$ cat src/rtl/hazard_ctrl.sv
// rtl/hazard_ctrl.sv - load-use interlock, control-flush and freeze controller for the 5-stage RV32I pipeline
module hazard_ctrl #(
    parameter int LOAD_LAT = 1,
    parameter int CNT_W    = 16
) (
    input  logic             clk,
    input  logic             rstn,
    input  logic [31:0]      ir_d,
    input  logic [31:0]      ir_e,
    input  logic             br_taken_e,
    input  logic             mem_busy,
    input  logic             done,
    input  logic             clr_stats,
    output logic [3:0]       en,
    output logic [2:0]       flush,
    output logic             lu_busy,
    output logic [CNT_W-1:0] stall_cnt,
    output logic [CNT_W-1:0] flush_cnt
);
    localparam int   REM_W  = $clog2(LOAD_LAT + 1);
    localparam logic S_IDLE = 1'b0;
    localparam logic S_WAIT = 1'b1;

    logic             r_state;
    logic [REM_W-1:0] r_rem;
    logic [CNT_W-1:0] r_stall_cnt;
    logic [CNT_W-1:0] r_flush_cnt;

    logic [6:0] w_op_d;
    logic [6:0] w_op_e;
    logic [4:0] w_rd_e;
    logic [4:0] w_rs1_d;
    logic [4:0] w_rs2_d;
    logic       w_use1;
    logic       w_use2;
    logic       w_hz;
    logic       w_freeze;
    logic       w_stall;
    logic       w_flush_ev;
    logic       w_unused;

    assign w_op_d  = ir_d[6:0];
    assign w_op_e  = ir_e[6:0];
    assign w_rd_e  = ir_e[11:7];
    assign w_rs1_d = ir_d[19:15];
    assign w_rs2_d = ir_d[24:20];

    // LUI, AUIPC and JAL carry immediate bits in the rs fields, so they never match
    assign w_use1 = w_op_d inside {7'b0010011, 7'b0000011, 7'b1100111,
                                   7'b0110011, 7'b0100011, 7'b1100011};
    assign w_use2 = w_op_d inside {7'b0110011, 7'b0100011, 7'b1100011};

    assign w_hz = (w_op_e == 7'b0000011) && (w_rd_e != 5'd0) &&
                  ((w_use1 && (w_rd_e == w_rs1_d)) || (w_use2 && (w_rd_e == w_rs2_d)));

    assign w_freeze   = mem_busy || !done;
    assign w_flush_ev = !w_freeze && br_taken_e;
    assign w_stall    = !w_freeze && !br_taken_e &&
                        ((w_hz && (r_state == S_IDLE)) || (r_state == S_WAIT));

    assign w_unused = ^{ir_d[31:25], ir_d[14:7], ir_e[31:12]};

    always_comb begin
        en    = 4'b0000;
        flush = 3'b000;
        if (rstn && !w_freeze) begin
            if (br_taken_e) begin
                en    = 4'b1111;
                flush = 3'b110;
            end else if (w_stall) begin
                en    = 4'b1001;
                flush = 3'b010;
            end else begin
                en    = 4'b1111;
            end
        end
    end

    always_ff @(posedge clk or negedge rstn) begin
        if (!rstn) begin
            r_state <= S_IDLE;
            r_rem   <= '0;
        end else if (!w_freeze) begin
            if (br_taken_e) begin
                r_state <= S_IDLE;
                r_rem   <= '0;
            end else if (r_state == S_IDLE) begin
                if (w_hz && (LOAD_LAT > 1)) begin
                    r_state <= S_WAIT;
                    r_rem   <= REM_W'(LOAD_LAT - 1);
                end
            end else begin
                r_rem <= r_rem - REM_W'(1);
                if (r_rem == REM_W'(1)) begin
                    r_state <= S_IDLE;
                end
            end
        end
    end

    always_ff @(posedge clk or negedge rstn) begin
        if (!rstn) begin
            r_stall_cnt <= '0;
            r_flush_cnt <= '0;
        end else if (!w_freeze) begin
            if (clr_stats) begin
                r_stall_cnt <= '0;
                r_flush_cnt <= '0;
            end else begin
                if (w_stall && (r_stall_cnt != {CNT_W{1'b1}})) begin
                    r_stall_cnt <= r_stall_cnt + CNT_W'(1);
                end
                if (w_flush_ev && (r_flush_cnt != {CNT_W{1'b1}})) begin
                    r_flush_cnt <= r_flush_cnt + CNT_W'(1);
                end
            end
        end
    end

    assign lu_busy   = (r_state == S_WAIT);
    assign stall_cnt = r_stall_cnt;
    assign flush_cnt = r_flush_cnt;
endmodule
$ cat config.mk
export PLATFORM = sky130hd
export DESIGN_NAME = hazard_ctrl
export DESIGN_NICKNAME = d
export VERILOG_FILES = /design/src/rtl/hazard_ctrl.sv
export SDC_FILE = /design/constraint.sdc
export NUM_CORES = 1
export LEC_CHECK = 0
export CELL_PAD_IN_SITES_DETAIL_PLACEMENT = 2
export CELL_PAD_IN_SITES_GLOBAL_PLACEMENT = 2
export CORE_ASPECT_RATIO = 0.9
export CORE_MARGIN = 2
export CORE_UTILIZATION = 21
export CTS_BUF_LIST = sky130_fd_sc_hd__clkbuf_8
export DETAILED_ROUTE_END_ITERATION = 10
export PLACE_DENSITY_LB_ADDON = 0.1
export SYNTH_ARGS = -nofsm -noshare
export SYNTH_HDL_FRONTEND = slang
export SYNTH_SLANG_ARGS = --single-unit
$ cat constraint.sdc
create_clock -name clk -period 1.8 [get_ports clk]
set_input_delay 0.27 -clock clk [delete_from_list [all_inputs] [get_ports clk]]
set_output_delay 0.27 -clock clk [all_outputs]
set_load 0.01 [all_outputs]
==> metrics.txt, run 1 <==
pwr dens=roughly 460 mW/mm²; Final period util=1.035; Post-Place Setup Slack=-911.2 ps; Netlist cell types=between 60 and 70; most frequent cell after synthesis=dfrtp_1; HP Class=in -> async; CTS tree=built; Final Hold Fails=0; clock share of power=0.298; Yosys top cell area share=0.3503; ys flop type=dfrtp_1; CTS Buffer Depth=2; DRC Markers=0; Avg Inst Size Synth=around 8.7 µm²; asr flop ratio synth=1.000; largest net degree at the start of global routing=35; status=finished, violations left; switch share=0.3098; flop2flop setup slack=-60 ps; Synth area leader=dfrtp_1; antenna-violating nets left=0; Worst EP required=about 2000 ps; Setup Viol. Count Final=13; Max VDD drop=between 200 and 300 µV; Die Y=approximately 110 µm; Setup CP Type=reg -> reg; reg-to-reg startpoint=flush_cnt[1]; worst-path maximum fanout=6; Synthesis Warnings=0; Seq/Total Area, Yosys=0.3503; # hold bufs at CTS=0; failing checks=negative setup slack; Comb pwr share=0.295; drt wl/cell=17.11 µm; ant diodes=0; Final Power=0.002048 W; CTS clk-pin slew, worst paths=80 ps; drt via density=4.745; P_int=approximately 0.0014 W; DRT Wirelength=10.25 mm; routability cong.=approximately 0.74; IO Count=110; vias in the first global route=around 3200; Rel. slew slack=0.6657; core area=0.01134 mm²; die area=roughly 0.012 mm²; Least-Margin Pin Slew=501.5 ps; Mapped Cells=279; fin nets=between 500 and 600; Initial Utilization=0.2141; CP arrival=~2000 ps; top cells by count, synth=dfrtp_1, nand2_1, nor2_1; Tmin final=about 1900 ps; maximum clock frequency=about 540 MHz; setup ws final=-63.06 ps; Post-Syn Area=0.002429 mm²; clk_lat worst skew=290 ps; r2r endpoint=flush_cnt[5]; Max Cap Viol=0; top cells by area, synth=dfrtp_1, xor2_1, nand2_1; initial antenna violation count=0; chip width=~120 µm; Slew Limit Fails=0; Critical Path Start Type=register; CP endpoint=flush_cnt[5]; TritonCTS buffer count=5; endpoint type of the worst setup path=register; initial drt markers=70; r2r worst-path depth=8; first-pass GRT wire length=16.85 mm; row count=37; DRT Pass-1 Iters=4; total track usage=0.1677; grt total ovfl=0; ratio of cells with drive above 1 in the final layout=0.4289; H-tree levels=2; EDFF count, synth=0; Port-buffer cells=73; Vias=between 2000 and 3000; Area Growth Syn to Fin=82.48%; Synth Net Count=approximately 350; switching pwr=around 0.00063 W; Post-DP HPWL=a little under 8 mm; Synth Register Bits=34; CTS root buffer=clkbuf_8; Worst Setup SP=flush_cnt[1]; Final Skew=9.436 ps; part of the power in registers=0.407; # clock sinks=34; RSZ-0062 raised after global routing=yes; Hold WS=~180 ps; leakage power=roughly 1.9 nW
-- final cells by class --
| class | count | area (µm²) |
|---|---|---|
| sequential | 34 | 857.1 |
| clock inverter | 2 | 8.758 |
| fill | 1269 | 6910 |
| timing repair buffer | 170 | 1471 |
| clock buffer | 6 | 82.58 |
| tap | 156 | 195.2 |
| multi-input combinational | 227 | 1802 |
| inverter | 4 | 15.01 |
-- worst min path at each step --
stage / endpoint
4_1_cts: lu_busy
5_1_grt: lu_busy
3_5_place_dp: lu_busy
6_report: lu_busy
3_3_place_gp: r_rem
2_1_floorplan: flush_cnt[0]
-- per-stage QoR --
stage | TNS, ps | std cells | cell area, µm² | utilization
final | -431.4 | 599 | 4432 | 0.3907
after detailed placement | -18240 | 573 | 3930 | 0.3465
after global placement | -15930 | 573 | 3930 | 0.3465
after floorplan | -319.8 | 279 | 2465 | -
after global routing | -1914 | 599 | 4432 | 0.3907
after CTS | -223.7 | 588 | 4213 | 0.3714
-- layout by cell type, fill, tap and decap left out, types with 3 or more instances in the layout --
cell	n
buf_4	83
clkdlybuf4s50_1	35
dfrtp_1	29
nand2_1	28
nor2_1	20
nand3_1	17
xor2_1	14
dlygate4sd2_1	14
buf_6	14
nand4_1	9
buf_2	8
o21ai_1	7
nor3_1	7
nor2b_1	7
and4_4	6
a21oi_1	6
o21ai_0	6
clkbuf_8	6
nor2_4	5
dfrtp_2	5
clkbuf_2	5
clkdlybuf4s15_1	5
and3_4	4
mux2i_1	4
o211ai_1	4
a221oi_1	4
and2_4	3
xor2_2	3
nand2b_1	3
and3_1	3
inv_1	3
o311ai_2	3
a21boi_0	3
buf_12	3
-- critical path, cell delays in order (launching register included) --
cell and delay (ps):
dfrtp_1 420, ha_4 180, and3_4 160, and4_4 160, buf_4 130, a21o_4 240
nor3_4 180, mux2i_1 210, o21ai_1 70
-- metal layers --
layer | vias to the layer above | GRT usage | share of wire
met2 | 41 | 0.3016 | 0.51
met4 | 0 | 0.03270 | 0.0062
met3 | 7 | 0.02790 | 0.022
met5 | - | 0 | 0
met1 | 1441 | 0.2129 | 0.46
li1 | 1353 | - | -
-- logic make-up after synthesis --
kind of cell	after synthesis	synth area share
simple gates	142	0.3318
compound gates	60	0.1844
flops	34	0.3503
xor+xnor	18	0.06491
buf+inv	18	0.04018
mux	4	0.01649
fa+ha+maj	2	0.01030
other cells	1	0.001544
-- power groups by stage --
| stage | combinational [W] | clock, W | sequential [W] |
|---|---|---|---|
| after detailed placement | 0.000551 | 0 | 0.000840 |
| after global routing | 0.000665 | 0.000678 | 0.000838 |
| after global placement | 0.000533 | 0 | 0.000839 |
| after floorplan | 0.000153 | 0 | 0.000883 |
| after CTS | 0.000580 | 0.000647 | 0.000833 |
| final | 0.000604 | 0.000610 | 0.000834 |
-- flip-flops by register name (all words and copies together) (netlist names) --
signal / cells
flush_cnt: 16
lu_busy: 1
r_rem: 1
stall_cnt: 16
-- timing repair --
| action | 4_1_cts | 5_1_grt |
|---|---|---|
| setup buffers | 7 | 12 |
| setup endpoints to repair | 37 | 34 |
| gates resized for setup | 118 | 58 |
| pin swaps | 30 | 37 |
| gates cloned | 0 | 0 |
(Power assumes the default switching activity.)
==> run 2, diff against run 1 <==
--- a/constraint.sdc
+++ b/constraint.sdc
@@ -3,2 +3,2 @@
 set_output_delay 0.27 -clock clk [all_outputs]
-set_load 0.01 [all_outputs]
+set_load 0.05 [all_outputs]
==> run 2 against run 1 <==
Net effect:
- the flow still finishes with violations (negative setup slack)
- final area shrank 1.9%
- first-iteration DRC count grew 5.7%
- critical endpoint is now en[2]
- largest cell class unchanged
- highest routed layer unchanged
- hold slack lost 170 ps
==> metrics.txt, run 2 (synthesis results as in run 1) <==
status=finished, violations left; failing checks=negative setup slack; Hold WS=roughly 12 ps; leakage power=about 1.9 nW; FF/Latch Area=approximately 900 µm²; Top delay family on crit path=simple AND/OR/NAND/NOR gates; ant diodes=0; Layout fillers=roughly 1300; Area Growth Syn to Fin=78.93%; DRT Wirelength=between 10 and 15 mm; Multi-input gate area=0.001757 mm²; Worst EP required=approximately 1500 ps; routability cong.=between 0.7 and 0.8; Crit path largest cell delay=540 ps; Post-DP HPWL=7.996 mm; slowest stage cell on the critical path=or4_4; DRC Markers=0; r2r endpoint=flush_cnt[14]; total track usage=0.1697; Slew Limit Fails=0; worst-path cell chain=buf_8 -> or4_4 -> nor2_4 -> nor3_2 -> a22oi_2 -> and2_4 -> buf_12; grt total ovfl=0; Tmin final=between 1500 and 2000 ps; setup ws final=-101.6 ps; first-pass GRT wire length=~17 mm; Setup CP Type=in -> out; most frequent cells in the layout=buf_4, nand2_1, dfrtp_2; TritonCTS buffer count=5; DRT Pass-1 Iters=6; Initial Utilization=0.2141; Vias=between 2000 and 3000; Max Cap Viol=0; core area=0.01134 mm²; ratio of cells with drive above 1 in the final layout=0.5543; H-tree levels=2; chip width=117.4 µm; commonest non-fill, non-tap cell in the layout=buf_4; Final period util=1.056; worst-path maximum fanout=2; maximum clock frequency=525.9 MHz; CP arrival=about 1600 ps; drt via density=4.714; Final Core Density=0.3831; HP Class=in -> async; flop2flop setup slack=-80 ps; drt wl/cell=17.45 µm; CTS root buffer=clkbuf_8; Final Hold Fails=0; initial drt markers=74; pwr dens=between 500 and 600 mW/mm²; Port-buffer cells=73; endpoint type of the worst setup path=output port; vias in the first global route=approximately 3200; antenna-violating nets left=0; reg-to-reg startpoint=flush_cnt[0]; largest net degree at the start of global routing=19; IO Count=110; # clock sinks=34; Final Skew=roughly 18 ps; Critical Path Start Type=primary input; r2r worst-path depth=8; CTS Buffer Depth=2; Die Y=approximately 110 µm; Max VDD drop=~230 µV; CTS clk-pin slew, worst paths=about 90 ps; CTS tree=built; CP bufs+invs=2; fin nets=a little over 500; Setup Viol. Count Final=9; clk_lat worst skew=300 ps; row count=37; initial antenna violation count=0; die area=between 0.01 and 0.015 mm²; RSZ-0062 raised after global routing=yes
run 2: final cells by class:
| class | count | area share |
|---|---|---|
| Clock inverter | 2 | 0.002879 |
| Timing Repair Buffer | 169 | 0.3231 |
| Inverter | 4 | 0.003455 |
| Tap cell | 156 | 0.04492 |
| Clock buffer | 6 | 0.01900 |
| Multi-Input combinational cell | 227 | 0.4043 |
| Sequential cell | 34 | 0.2024 |
run 2: stage by stage:
step | instances | cell area (µm²) | setup TNS, ps | total power, W | setup WS [ps]
2_1_floorplan | 279 | 2540 | -1702 | 0.001192 | -254.6
3_3_place_gp | 573 | 3929 | -13880 | 0.001532 | -647.9
6_report | 598 | 4345 | -427.7 | 0.002194 | -101.6
3_5_place_dp | 573 | 3929 | -16010 | 0.001552 | -756.8
4_1_cts | 594 | 4243 | -786.5 | 0.002207 | -152.0
5_1_grt | 598 | 4345 | -1978 | 0.002307 | -182.0
run 2: per-layer routing:
metal | vias to the layer above | wire [µm] | global-route usage
li1 | 1357 | - | -
met1 | 1421 | 4800 | 0.2177
met2 | 35 | 5324 | 0.3049
met3 | 6 | 238 | 0.02736
met4 | 0 | 70 | 0.02926
met5 | - | 0 | 0
run 2: worst max path at each step:
stage                       startpoint       endpoint  slack (ps)  cells past startpoint
after floorplan                ir_e[8]          en[2]        -250                      7
after global placement        ir_e[10]   stall_cnt[3]        -650                      8
after detailed placement       ir_e[8]       flush[1]        -760                      7
after CTS                     ir_e[11]          en[1]        -150                      7
after global routing      flush_cnt[0]  flush_cnt[14]        -180                      8
final                         ir_e[11]          en[2]        -100                      7
run 2: report_power, final:
part | internal, W | total [W] | switching, W
Sequential | 0.000806 | 0.000833 | 0.0000271
Clock | 0.000308 | 0.000631 | 0.000323
Combinational | 0.000300 | 0.000730 | 0.000431
Total | 0.00141 | 0.00219 | 0.000780
run 2: repair_timing:
action                                  4_1_cts  5_1_grt
gates cloned                                  1        0
buffers inserted                             10        5
resized for setup                           112       41
endpoints found under the setup margin       38       31
endpoints found under the hold margin         4        0
pin swaps                                    41       28
hold buffers                                  2        0
==> run 3, diff against run 2 <==
GPL_ROUTABILITY_DRIVEN = 0   (was not set)
==> results of run 3 <==
No change in the layout: final DEF, timing and power equal those of run 2.
